[src/rtl/parking_pkg.sv]
// Shared types and 7-segment glyphs for the car-park entry controller.
// Segments are active-low, bit order {g,f,e,d,c,b,a}.
package parking_pkg;

  typedef enum logic [2:0] {
    IDLE,
    WAIT_PASSWORD,
    WRONG_PASS,
    RIGHT_PASS,
    STOP,
    FULL,
    LOCKOUT
  } state_t;

  localparam logic [6:0] SEG_0     = 7'h40;
  localparam logic [6:0] SEG_1     = 7'h79;
  localparam logic [6:0] SEG_2     = 7'h24;
  localparam logic [6:0] SEG_3     = 7'h30;
  localparam logic [6:0] SEG_4     = 7'h19;
  localparam logic [6:0] SEG_5     = 7'h12;
  localparam logic [6:0] SEG_6     = 7'h02;
  localparam logic [6:0] SEG_7     = 7'h78;
  localparam logic [6:0] SEG_8     = 7'h00;
  localparam logic [6:0] SEG_9     = 7'h10;
  localparam logic [6:0] SEG_E     = 7'h06;
  localparam logic [6:0] SEG_N     = 7'h2B;
  localparam logic [6:0] SEG_G     = 7'h42;
  localparam logic [6:0] SEG_O     = 7'h40;
  localparam logic [6:0] SEG_S     = 7'h12;
  localparam logic [6:0] SEG_P     = 7'h0C;
  localparam logic [6:0] SEG_F     = 7'h0E;
  localparam logic [6:0] SEG_U     = 7'h41;
  localparam logic [6:0] SEG_L     = 7'h47;
  localparam logic [6:0] SEG_BLANK = 7'h7F;

endpackage

[src/rtl/seg7_decoder.sv]
// Decimal digit to active-low 7-segment pattern; values above 9 show blank.
module seg7_decoder
  import parking_pkg::*;
(
  input  logic [3:0] digit,
  output logic [6:0] segments
);

  always_comb begin
    segments = SEG_BLANK;
    case (digit)
      4'd0: segments = SEG_0;
      4'd1: segments = SEG_1;
      4'd2: segments = SEG_2;
      4'd3: segments = SEG_3;
      4'd4: segments = SEG_4;
      4'd5: segments = SEG_5;
      4'd6: segments = SEG_6;
      4'd7: segments = SEG_7;
      4'd8: segments = SEG_8;
      4'd9: segments = SEG_9;
      default: segments = SEG_BLANK;
    endcase
  end

endmodule

[src/rtl/parking_gate_ctrl.sv]
// Car-park entry controller: password check, occupancy tracking, gate/LED/display drive.
// Optional retry limit with timed lockout is enabled by defining PARKING_LOCKOUT_EN.
module parking_gate_ctrl
  import parking_pkg::*;
#(
  parameter int CAPACITY       = 8,
  parameter int PW_WIDTH       = 4,
  parameter logic [PW_WIDTH-1:0] PASSWORD = 4'b1011,
  parameter int TIMEOUT_CYCLES = 64,
  parameter int MAX_TRIES      = 3,
  parameter int LOCK_CYCLES    = 16
) (
  input  logic                          Clk,
  input  logic                          Rst,
  input  logic                          sensorEntrance,
  input  logic                          sensorExit,
  input  logic                          carLeave,
  input  logic [PW_WIDTH-1:0]           passwordEntered,
  input  logic                          passwordValid,
  output logic                          greenLed,
  output logic                          redLed,
  output logic                          gateOpen,
  output logic                          full,
  output logic [$clog2(CAPACITY+1)-1:0] occupancy,
  output logic [6:0]                    display1,
  output logic [6:0]                    display2,
  output logic [6:0]                    display3,
  output logic [6:0]                    display4
);

  localparam int OCC_W   = $clog2(CAPACITY + 1);
  // One timer serves both the password timeout and the lockout interval.
  localparam int TMR_MAX = (TIMEOUT_CYCLES > LOCK_CYCLES) ? TIMEOUT_CYCLES : LOCK_CYCLES;
  localparam int TMR_W   = $clog2(TMR_MAX + 1);

  state_t             state_q, state_d;
  logic [TMR_W-1:0]   timer_q, timer_d;
  logic [OCC_W-1:0]   occ_d;
  logic               inc;
  logic               green_d, red_d, gate_d;
  logic [6:0]         status1_d, status2_d, seg_tens, seg_units;
  logic [3:0]         tens_d, units_d;
  logic               pw_match;
`ifdef PARKING_LOCKOUT_EN
  localparam int TRIES_W = $clog2(MAX_TRIES + 1);
  logic [TRIES_W-1:0] tries_q, tries_d;
`endif

  assign pw_match = (passwordEntered == PASSWORD);

  always_comb begin
    state_d = state_q;
    timer_d = timer_q;
`ifdef PARKING_LOCKOUT_EN
    tries_d = tries_q;
`endif
    case (state_q)
      IDLE: begin
        if (sensorEntrance) begin
          if (full) begin
            state_d = FULL;
          end else begin
            state_d = WAIT_PASSWORD;
            timer_d = '0;
          end
        end
      end
      WAIT_PASSWORD, WRONG_PASS: begin
        timer_d = timer_q + 1'b1;
        if (passwordValid) begin
          if (pw_match) begin
            state_d = RIGHT_PASS;
`ifdef PARKING_LOCKOUT_EN
            tries_d = '0;
`endif
          end else begin
            timer_d = '0;
`ifdef PARKING_LOCKOUT_EN
            tries_d = tries_q + 1'b1;
            state_d = (tries_d == TRIES_W'(MAX_TRIES)) ? LOCKOUT : WRONG_PASS;
`else
            state_d = WRONG_PASS;
`endif
          end
        end else if (!sensorEntrance || timer_q == TMR_W'(TIMEOUT_CYCLES - 1)) begin
          state_d = IDLE;
        end
      end
      RIGHT_PASS: begin
        if (sensorExit) state_d = sensorEntrance ? STOP : IDLE;
      end
      STOP: begin
        state_d = full ? FULL : WAIT_PASSWORD;
        timer_d = '0;
      end
      FULL: begin
        if (!sensorEntrance) begin
          state_d = IDLE;
        end else if (!full) begin
          state_d = WAIT_PASSWORD;
          timer_d = '0;
        end
      end
`ifdef PARKING_LOCKOUT_EN
      LOCKOUT: begin
        timer_d = timer_q + 1'b1;
        if (timer_q == TMR_W'(LOCK_CYCLES - 1)) begin
          state_d = IDLE;
          timer_d = '0;
          tries_d = '0;
        end
      end
`endif
      default: state_d = IDLE;
    endcase
  end

  // Simultaneous entry and departure cancel out; departures from an empty lot are dropped.
  always_comb begin
    inc   = (state_q == RIGHT_PASS) && sensorExit;
    occ_d = occupancy;
    if (inc && !carLeave)
      occ_d = occupancy + 1'b1;
    else if (!inc && carLeave && occupancy != '0)
      occ_d = occupancy - 1'b1;
    tens_d  = 4'(int'(occ_d) / 10);
    units_d = 4'(int'(occ_d) % 10);
  end

  // Output values are derived from the next state so they register alongside it.
  always_comb begin
    green_d   = 1'b0;
    red_d     = 1'b0;
    gate_d    = 1'b0;
    status1_d = SEG_BLANK;
    status2_d = SEG_BLANK;
    case (state_d)
      WAIT_PASSWORD: begin red_d = 1'b1; status1_d = SEG_E; status2_d = SEG_N; end
      WRONG_PASS:    begin red_d = 1'b1; status1_d = SEG_E; status2_d = SEG_E; end
      RIGHT_PASS:    begin green_d = 1'b1; gate_d = 1'b1; status1_d = SEG_G; status2_d = SEG_O; end
      STOP:          begin red_d = 1'b1; status1_d = SEG_S; status2_d = SEG_P; end
      FULL:          begin red_d = 1'b1; status1_d = SEG_F; status2_d = SEG_U; end
      LOCKOUT: begin
        red_d     = (state_q == LOCKOUT) ? ~redLed : 1'b1;
        status1_d = SEG_L;
        status2_d = SEG_O;
      end
      default: ;
    endcase
  end

  seg7_decoder u_tens  (.digit(tens_d),  .segments(seg_tens));
  seg7_decoder u_units (.digit(units_d), .segments(seg_units));

  always_ff @(posedge Clk or posedge Rst) begin
    if (Rst) begin
      state_q   <= IDLE;
      timer_q   <= '0;
      occupancy <= '0;
      full      <= 1'b0;
      greenLed  <= 1'b0;
      redLed    <= 1'b0;
      gateOpen  <= 1'b0;
      display1  <= SEG_0;
      display2  <= SEG_0;
      display3  <= SEG_BLANK;
      display4  <= SEG_BLANK;
    end else begin
      state_q   <= state_d;
      timer_q   <= timer_d;
      occupancy <= occ_d;
      full      <= (occ_d == OCC_W'(CAPACITY));
      greenLed  <= green_d;
      redLed    <= red_d;
      gateOpen  <= gate_d;
      display1  <= seg_tens;
      display2  <= seg_units;
      display3  <= status1_d;
      display4  <= status2_d;
    end
  end

`ifdef PARKING_LOCKOUT_EN
  always_ff @(posedge Clk or posedge Rst) begin
    if (Rst) tries_q <= '0;
    else     tries_q <= tries_d;
  end
`endif

endmodule

[config.mk]
export PLATFORM = sky130hd
export DESIGN_NAME = parking_gate_ctrl
export DESIGN_NICKNAME = d
export VERILOG_FILES = /design/src/rtl/parking_pkg.sv /design/src/rtl/seg7_decoder.sv /design/src/rtl/parking_gate_ctrl.sv
export SDC_FILE = /design/constraint.sdc
export NUM_CORES = 1
export LEC_CHECK = 0
export BUFFER_PORTS_ARGS = -buffer_cell sky130_fd_sc_hd__buf_2
export CAP_MARGIN = 20
export CORE_AREA = 2 2 96 98
export DETAILED_ROUTE_END_ITERATION = 10
export DIE_AREA = 0 0 98 100
export GPL_TIMING_DRIVEN = 0
export PLACE_DENSITY_LB_ADDON = 0.08
export SETUP_SLACK_MARGIN = 0.2
export SYNTH_ARGS = -nofsm -noshare
export SYNTH_HDL_FRONTEND = slang
export SYNTH_HIERARCHICAL = 1
export SYNTH_SLANG_ARGS = --single-unit
[constraint.sdc]
create_clock -name Clk -period 5.5 [get_ports Clk]
set_clock_uncertainty 0.1 [all_clocks]
set_input_delay 1.1 -clock Clk [delete_from_list [all_inputs] [get_ports Clk]]
set_output_delay 1.1 -clock Clk [all_outputs]
set_load 0.01 [all_outputs]
==> results.txt, run 1 <==
status: complete, no violations
Initial Util: 26.7%
Clock Latency Late Sink: 0.30 ns
Post-CTS Resized: 0
worst-case reg-to-reg path depth: 12
Filler cells: 942
vias in the first global route: 1784
residual DRC count: 0
Post-Route WL: 5.07 mm
multiplexer area fraction after synthesis: 1.85%
row count: 35
Area Growth Syn to Fin: 21.3%
Pwr Density: 615 nW/um^2
sequential area share after synthesis: 47.2%
Setup crit end kind: register
clock buffer depth: 2
layout cells sized above 1: 33.1%
Final HPWL DP: 3.72 mm
routed wl met3: 176 um
RSZ-0062 raised after global routing: false
Syn Area/Cell: 10.2 um^2
Die ar.: 9800 um^2
Worst path max stage delay: 0.52 ns
DRT iter0 DRCs: 32
Final ANT Viol Nets: 0
vias per cell: 4.35
CP Launch Type: primary input
FFs w/ async S/R, synth: 100%
number of synthesized flops with an enable pin: 0
met2 WL: 2.50 mm
Post-Syn Area: 2370 um^2
Main synth FF type: dfrtp_1
critical path, cell by cell: buf_2, and4b_1, buf_2, a21oi_1, a32o_2, inv_1, o21ai_0, inv_1, ha_1, or2_1, a21oi_2, a31oi_1
H-tree depth: 2
Synth Area in Adders: 7.39%
Synth area leader: dfrtp_1
Post-Synth XOR/XNOR Area: 2.96%
largest net degree at the start of global routing: 38
Yosys top cell area share: 30.6%
Synth Area in Compound Gates: 15.4%
Final min period: 3.31 ns
Synth cell types: 55
WL met1: 2.33 mm
maxcap violations: 0
CP max-delay cell: o21ai_0
CP top delay family: compound AO/OA/AOI/OAI gates
total negative slack: 0 ns
Num CTS Buffers: 5
Core Region: 8890 um^2
Post-Synth Simple-Gate Area: 18.7%
gpl congestion: 0.735
CP Buf/Inv Count: 4
Syn. warnings: 6
first-pass GRT wire length: 8.92 mm
largest family of logic cells by synthesized area: simple AND/OR/NAND/NOR gates
Port Buffers: 44
P_leak: 1.31 nW
max_slew headroom: 58.1%
fin. max-slew vios: 0
Peak Freq: 302 MHz
CTS Sinks: 44
Hold Path Class: reg2reg
final hold vios: 0
Crit. path cell count: 12
die width: 98 um
Finished Core Util: 32.4%
gate count of the mapped netlist: 232
Total GRT Usage: 11.4%
Tightest Pin Transition: 0.621 ns
Vias: 1759
worst hold margin: 0.433 ns
io pins: 46
synth top area cells: dfrtp_1 (31%), dfstp_2 (17%), ha_1 (7.4%)
Setup Buffers After CTS: 0
nets@finish: 316
Worst-path clk slew: 0.09 ns
CTS tree: built
CP Class: in2reg
CTS root buf: clkbuf_8
# setup viols final: 0
cts hold-fix bufs: 0
flops & latches, synth: 44
CP required: 5.58 ns
arrival time worst endpoint: 3.39 ns
DR WL/cell: 12.6 um
peak supply drop: 0.235 mV
period utilisation layout: 60.2%
drt first pass iters: 4
Top Metal Used: met4
Hold Crit Depth: 1
Die Y: 100 um
Ant. Diodes: 0
initial antenna violation count: 0
total gr overflow: 0
largest fanout on the critical path: 6
==> final cells by class <==
type                            instances  area (um^2)  area share [%]
Timing Repair Buffer                   45          240            8.35
Multi-Input combinational cell        167         1140            39.5
Clock inverter                          2         13.8           0.478
Clock buffer                            6         82.6            2.87
Inverter                               16         60.1            2.09
Tap cell                              111          139            4.83
Buffer                                 13         85.1            2.96
Sequential cell                        44         1120            38.9
==> logic make-up after synthesis <==
kind of cell             count (synthesis)
other                                    2
multiplexers                             3
adder cells (fa/ha/maj)                 14
AO/OA/AOI/OAI                           53
buffers and inverters                   29
XOR/XNOR                                 8
flip-flops                              44
AND/OR/NAND/NOR                         79
==> path summary, 6_finish.rpt <==
| check | startpoint | to | slack, ns |
|---|---|---|---|
| worst max register to register | occupancy[0] | display2[3] | 2.33 |
| max in group asynchronous | Rst | display4[5] | 4.20 |
| worst max-delay path | sensorExit | display2[3] | 2.19 |
| worst min-delay path | timer_q[0] | timer_q[0] | 0.43 |
| min in group asynchronous | Rst | display1[1] | 0.59 |
| worst min register to register | timer_q[0] | timer_q[0] | 0.43 |
==> metrics by stage <==
step	std cells	setup WS (ns)	area, um^2	total power [mW]
after global routing	404	1.84	2880	1.98
after CTS	404	2.15	2880	1.80
after detailed placement	396	1.83	2780	1.57
final	404	2.19	2880	1.77
after global placement	395	1.85	2760	1.57
after floorplan	240	2.34	2400	1.29
==> sequential cells by signal, indices dropped and copies added, names as in the netlist <==
register   count
gateOpen       1
redLed         1
occupancy      4
display1       7
timer_q        7
display4       7
display2       7
display3       6
state_q        3
full           1
==> cell usage in the layout, fill, tap and decap left out, types with 3 or more instances in the layout <==
cell	Yosys	final
ha_1	14	14
conb_1	2	10
dfrtp_1	29	29
clkbuf_8	0	6
nand3_1	5	5
a21oi_1	12	12
o31ai_1	3	3
nor3_1	4	4
o2111ai_1	3	3
o21ai_0	17	17
dfstp_2	15	15
buf_2	5	49
nand2b_1	11	11
and2_1	3	3
xor2_1	4	4
xnor2_1	4	4
nor2_1	25	25
buf_4	4	4
inv_1	15	14
nand2_1	9	9
a31oi_1	3	3
==> layer usage <==
layer | vias to the layer above | track usage (%)
li1 | 891 | -
met1 | 834 | 13.6
met2 | 29 | 20.1
met3 | 5 | 2.72
met4 | 0 | 4.17
met5 | - | 0
==> worst reg2reg max path, cell delays in order, from the launching register on <==
cell,delay (ns)
dfrtp_1,0.44
inv_1,0.11
ha_1,0.18
or3b_4,0.40
nand3_1,0.11
a32o_2,0.23
inv_1,0.08
o21ai_0,0.52
inv_1,0.20
ha_1,0.22
or2_1,0.23
a21oi_2,0.16
a31oi_1,0.06
==> synthesized netlist by cell type, drive strengths merged, types with 4 or more instances <==
cell,instances
dfrtp,29
nor2,26
o21ai,18
inv,16
dfstp,15
a21oi,14
ha,14
buf,11
nand2b,11
nand2,9
nand3,5
nor3,5
xnor2,4
xor2,4
==> power by group <==
group | internal [mW] | total, mW | switching (mW)
clock network | 0.103 | 0.220 | 0.117
logic | 0.414 | 0.996 | 0.582
registers | 0.494 | 0.552 | 0.0581
total | 1.01 | 1.77 | 0.757
No activity file was read; power rests on OpenSTA's default activity.
==> run 2: changes to the inputs <==
ABC_AREA = 1   (was not set)
CORE_AREA = 2 2 95 97   (was 2 2 96 98)
DIE_AREA = 0 0 97 99   (was 0 0 98 100)
clock period = 3 ns   (was 5.5 ns; I/O delays follow)
==> results.txt, run 2 <==
Synth area leader: dfrtp_1
sequential area share after synthesis: 48.0%
CP Launch Type: register
most frequent cells after synthesis: nand2_1 (70), inv_1 (45), dfrtp_1 (29)
DP Worst Slack: 0.407 ns
largest net degree at the start of global routing: 30
Syn Area/Cell: 8.51 um^2
Port Buffers: 44
Final ANT Viol Nets: 0
multi-input logic area: 1050 um^2
Die ar.: 9600 um^2
vias per cell: 4.06
Yosys top cell area share: 31.1%
Storage cell area: 1120 um^2
sequential power share: 32.8%
period utilisation layout: 81.3%
switching share of total power: 44.9%
Main synth FF type: dfrtp_1
drt first pass iters: 4
status: complete, no violations
CTS root buf: clkbuf_8
most frequent cells in the layout: nand2_1 (70), inv_1 (44), buf_2 (44)
Pwr Density: 1080 nW/um^2
Post-Route WL: 4.66 mm
vias in the first global route: 1784
Final min period: 2.44 ns
Vias: 1821
Ant. Diodes: 0
Post-Syn Area: 2330 um^2
H-tree depth: 2
Die Y: 99 um
Synth cell types: 30
die width: 97 um
Post-CTS Resized: 0
Setup Buffers After CTS: 0
flops & latches, synth: 44
Clock power frac: 15.1%
Clock Latency Late Sink: 0.30 ns
Final HPWL DP: 3.65 mm
Total GRT Usage: 10.5%
CP Buf/Inv Count: 2
arrival time worst endpoint: 2.52 ns
Worst-path clk slew: 0.09 ns
row count: 34
post-route setup slack: 0.562 ns
maxcap violations: 0
io pins: 46
cts hold-fix bufs: 0
gate count of the mapped netlist: 274
DR WL/cell: 10.4 um
most common library cell in the layout ignoring fill and taps: nand2_1
CTS Sinks: 44
critical path, cell by cell: inv_1, ha_1, nand3_1, nand3_1, nand2_1, nand3_1, nand2_2, nand2_2, nand2_4, nand2_1, nand2_1, inv_1, ha_1, nand2_1, nand3_1, nand2_1
Comb power frac: 52.1%
Crit path top cell by count: nand2_1
Syn. warnings: 6
P_sw: 1.39 mW
clock buffer depth: 2
total gr overflow: 0
largest fanout on the critical path: 5
Initial Util: 27.3%
nets@finish: 363
peak supply drop: 0.472 mV
RSZ-0062 raised after global routing: false
CP Class: reg2reg
gpl congestion: 0.773
Area Growth Syn to Fin: 23.1%
final hold vios: 0
CP required: 3.08 ns
# setup viols final: 0
Worst path max stage delay: 0.41 ns
synth top area cells: dfrtp_1 (31%), dfstp_2 (17%), nand2_1 (11%)
Filler cells: 925
P_leak: 1.58 nW
CP max-delay cell: dfrtp_1
CP top delay family: simple AND/OR/NAND/NOR gates
Core Region: 8550 um^2
total negative slack: 0 ns
DRT iter0 DRCs: 49
layout cells sized above 1: 31.2%
initial antenna violation count: 0
top-count cell post-synth: nand2_1
first-pass GRT wire length: 8.15 mm
Peak Freq: 410 MHz
FFs w/ async S/R, synth: 100%
P_int: 1.70 mW
Hold Path Class: in2async
fin. max-slew vios: 0
residual DRC count: 0
Setup crit end kind: register
Num CTS Buffers: 5
number of synthesized flops with an enable pin: 0
CTS tree: built
[run 2: cell types whose count changed in the layout (fill, tap and decap cells not counted), moves of 12 or more]
cell	previous run	this run
inv_1	14	44
nand3_1	5	28
nor2_1	25	11
nand2_1	9	70
nand2_2	0	12
[run 2: path summary, 6_finish.rpt]
kind	startpoint	to	slack, ns	cells past startpoint
worst max register to register	occupancy[0]	display2[3]	0.56	16
worst max-delay path	occupancy[0]	display2[3]	0.56	16
worst min-delay path	Rst	gateOpen	0.16	2
min in group Clk	timer_q[1]	timer_q[1]	0.42	2
worst min register to register	timer_q[1]	timer_q[1]	0.42	2
max in group asynchronous	Rst	display2[6]	2.11	3
[run 2: cells by family (layout without fill, tap and decap cells)]
family	after synthesis	in the layout	share of synthesized area, %
AOI/OAI and AO/OA	18	18	4.99
adders and majority gates	14	14	7.51
and+or+nand+nor	140	140	29.6
DFF	44	44	48.0
other	2	15	0.322
xor gates and xnor gates	1	1	0.376
buffers and inverters	55	108	9.18
[run 2: power groups by stage]
stage	clock network (mW)	registers, mW	logic [mW]
2_1_floorplan	0	1.12	1.08
3_3_place_gp	0	1.03	1.65
3_5_place_dp	0	1.03	1.64
4_1_cts	0.489	1.02	1.65
5_1_grt	0.514	1.05	1.88
6_report	0.467	1.02	1.61
[run 2: final cells by class]
| cell class | count | share of cell area (%) |
|---|---|---|
| clock buffers | 5 | 2.40 |
| flip-flops and latches | 44 | 39.0 |
| repair buffers | 45 | 8.37 |
| multi-input cells | 188 | 36.4 |
| clock inverters | 3 | 1.61 |
| well taps | 108 | 4.71 |
| plain buffers | 2 | 0.523 |
| inverters | 53 | 6.93 |
[run 2: worst register-to-register path: stages, from the launching register on]
cell and delay, ns:
dfrtp_1 0.41, inv_1 0.10, ha_1 0.22, nand3_1 0.12, nand3_1 0.12, nand2_1 0.08, nand3_1 0.08, nand2_2 0.12
nand2_2 0.11, nand2_4 0.08, nand2_1 0.05, nand2_1 0.15, inv_1 0.11, ha_1 0.28, nand2_1 0.06, nand3_1 0.10
nand2_1 0.05
[run 2: metal layers]
layer | global-route usage (%) | part of all wire, % | wire (um)
met5 | 0 | 0 | 0
met3 | 2.84 | 4.6 | 213
met2 | 18.0 | 49 | 2260
met1 | 12.9 | 46 | 2120
met4 | 3.25 | 1.2 | 56
[run 2: metrics by stage]
step / std cells / power [mW] / utilization [%] / hold slack [ns] / instance area (um^2)
final: 448 / 3.09 / 33.6 / 0.159 / 2870
after global routing: 448 / 3.45 / 33.6 / 0.173 / 2870
after CTS: 448 / 3.16 / 33.6 / 0.162 / 2870
after detailed placement: 440 / 2.67 / 32.2 / 0.399 / 2760
after global placement: 439 / 2.68 / 32.0 / 0.403 / 2740
after floorplan: 287 / 2.20 / - / 0.375 / 2380
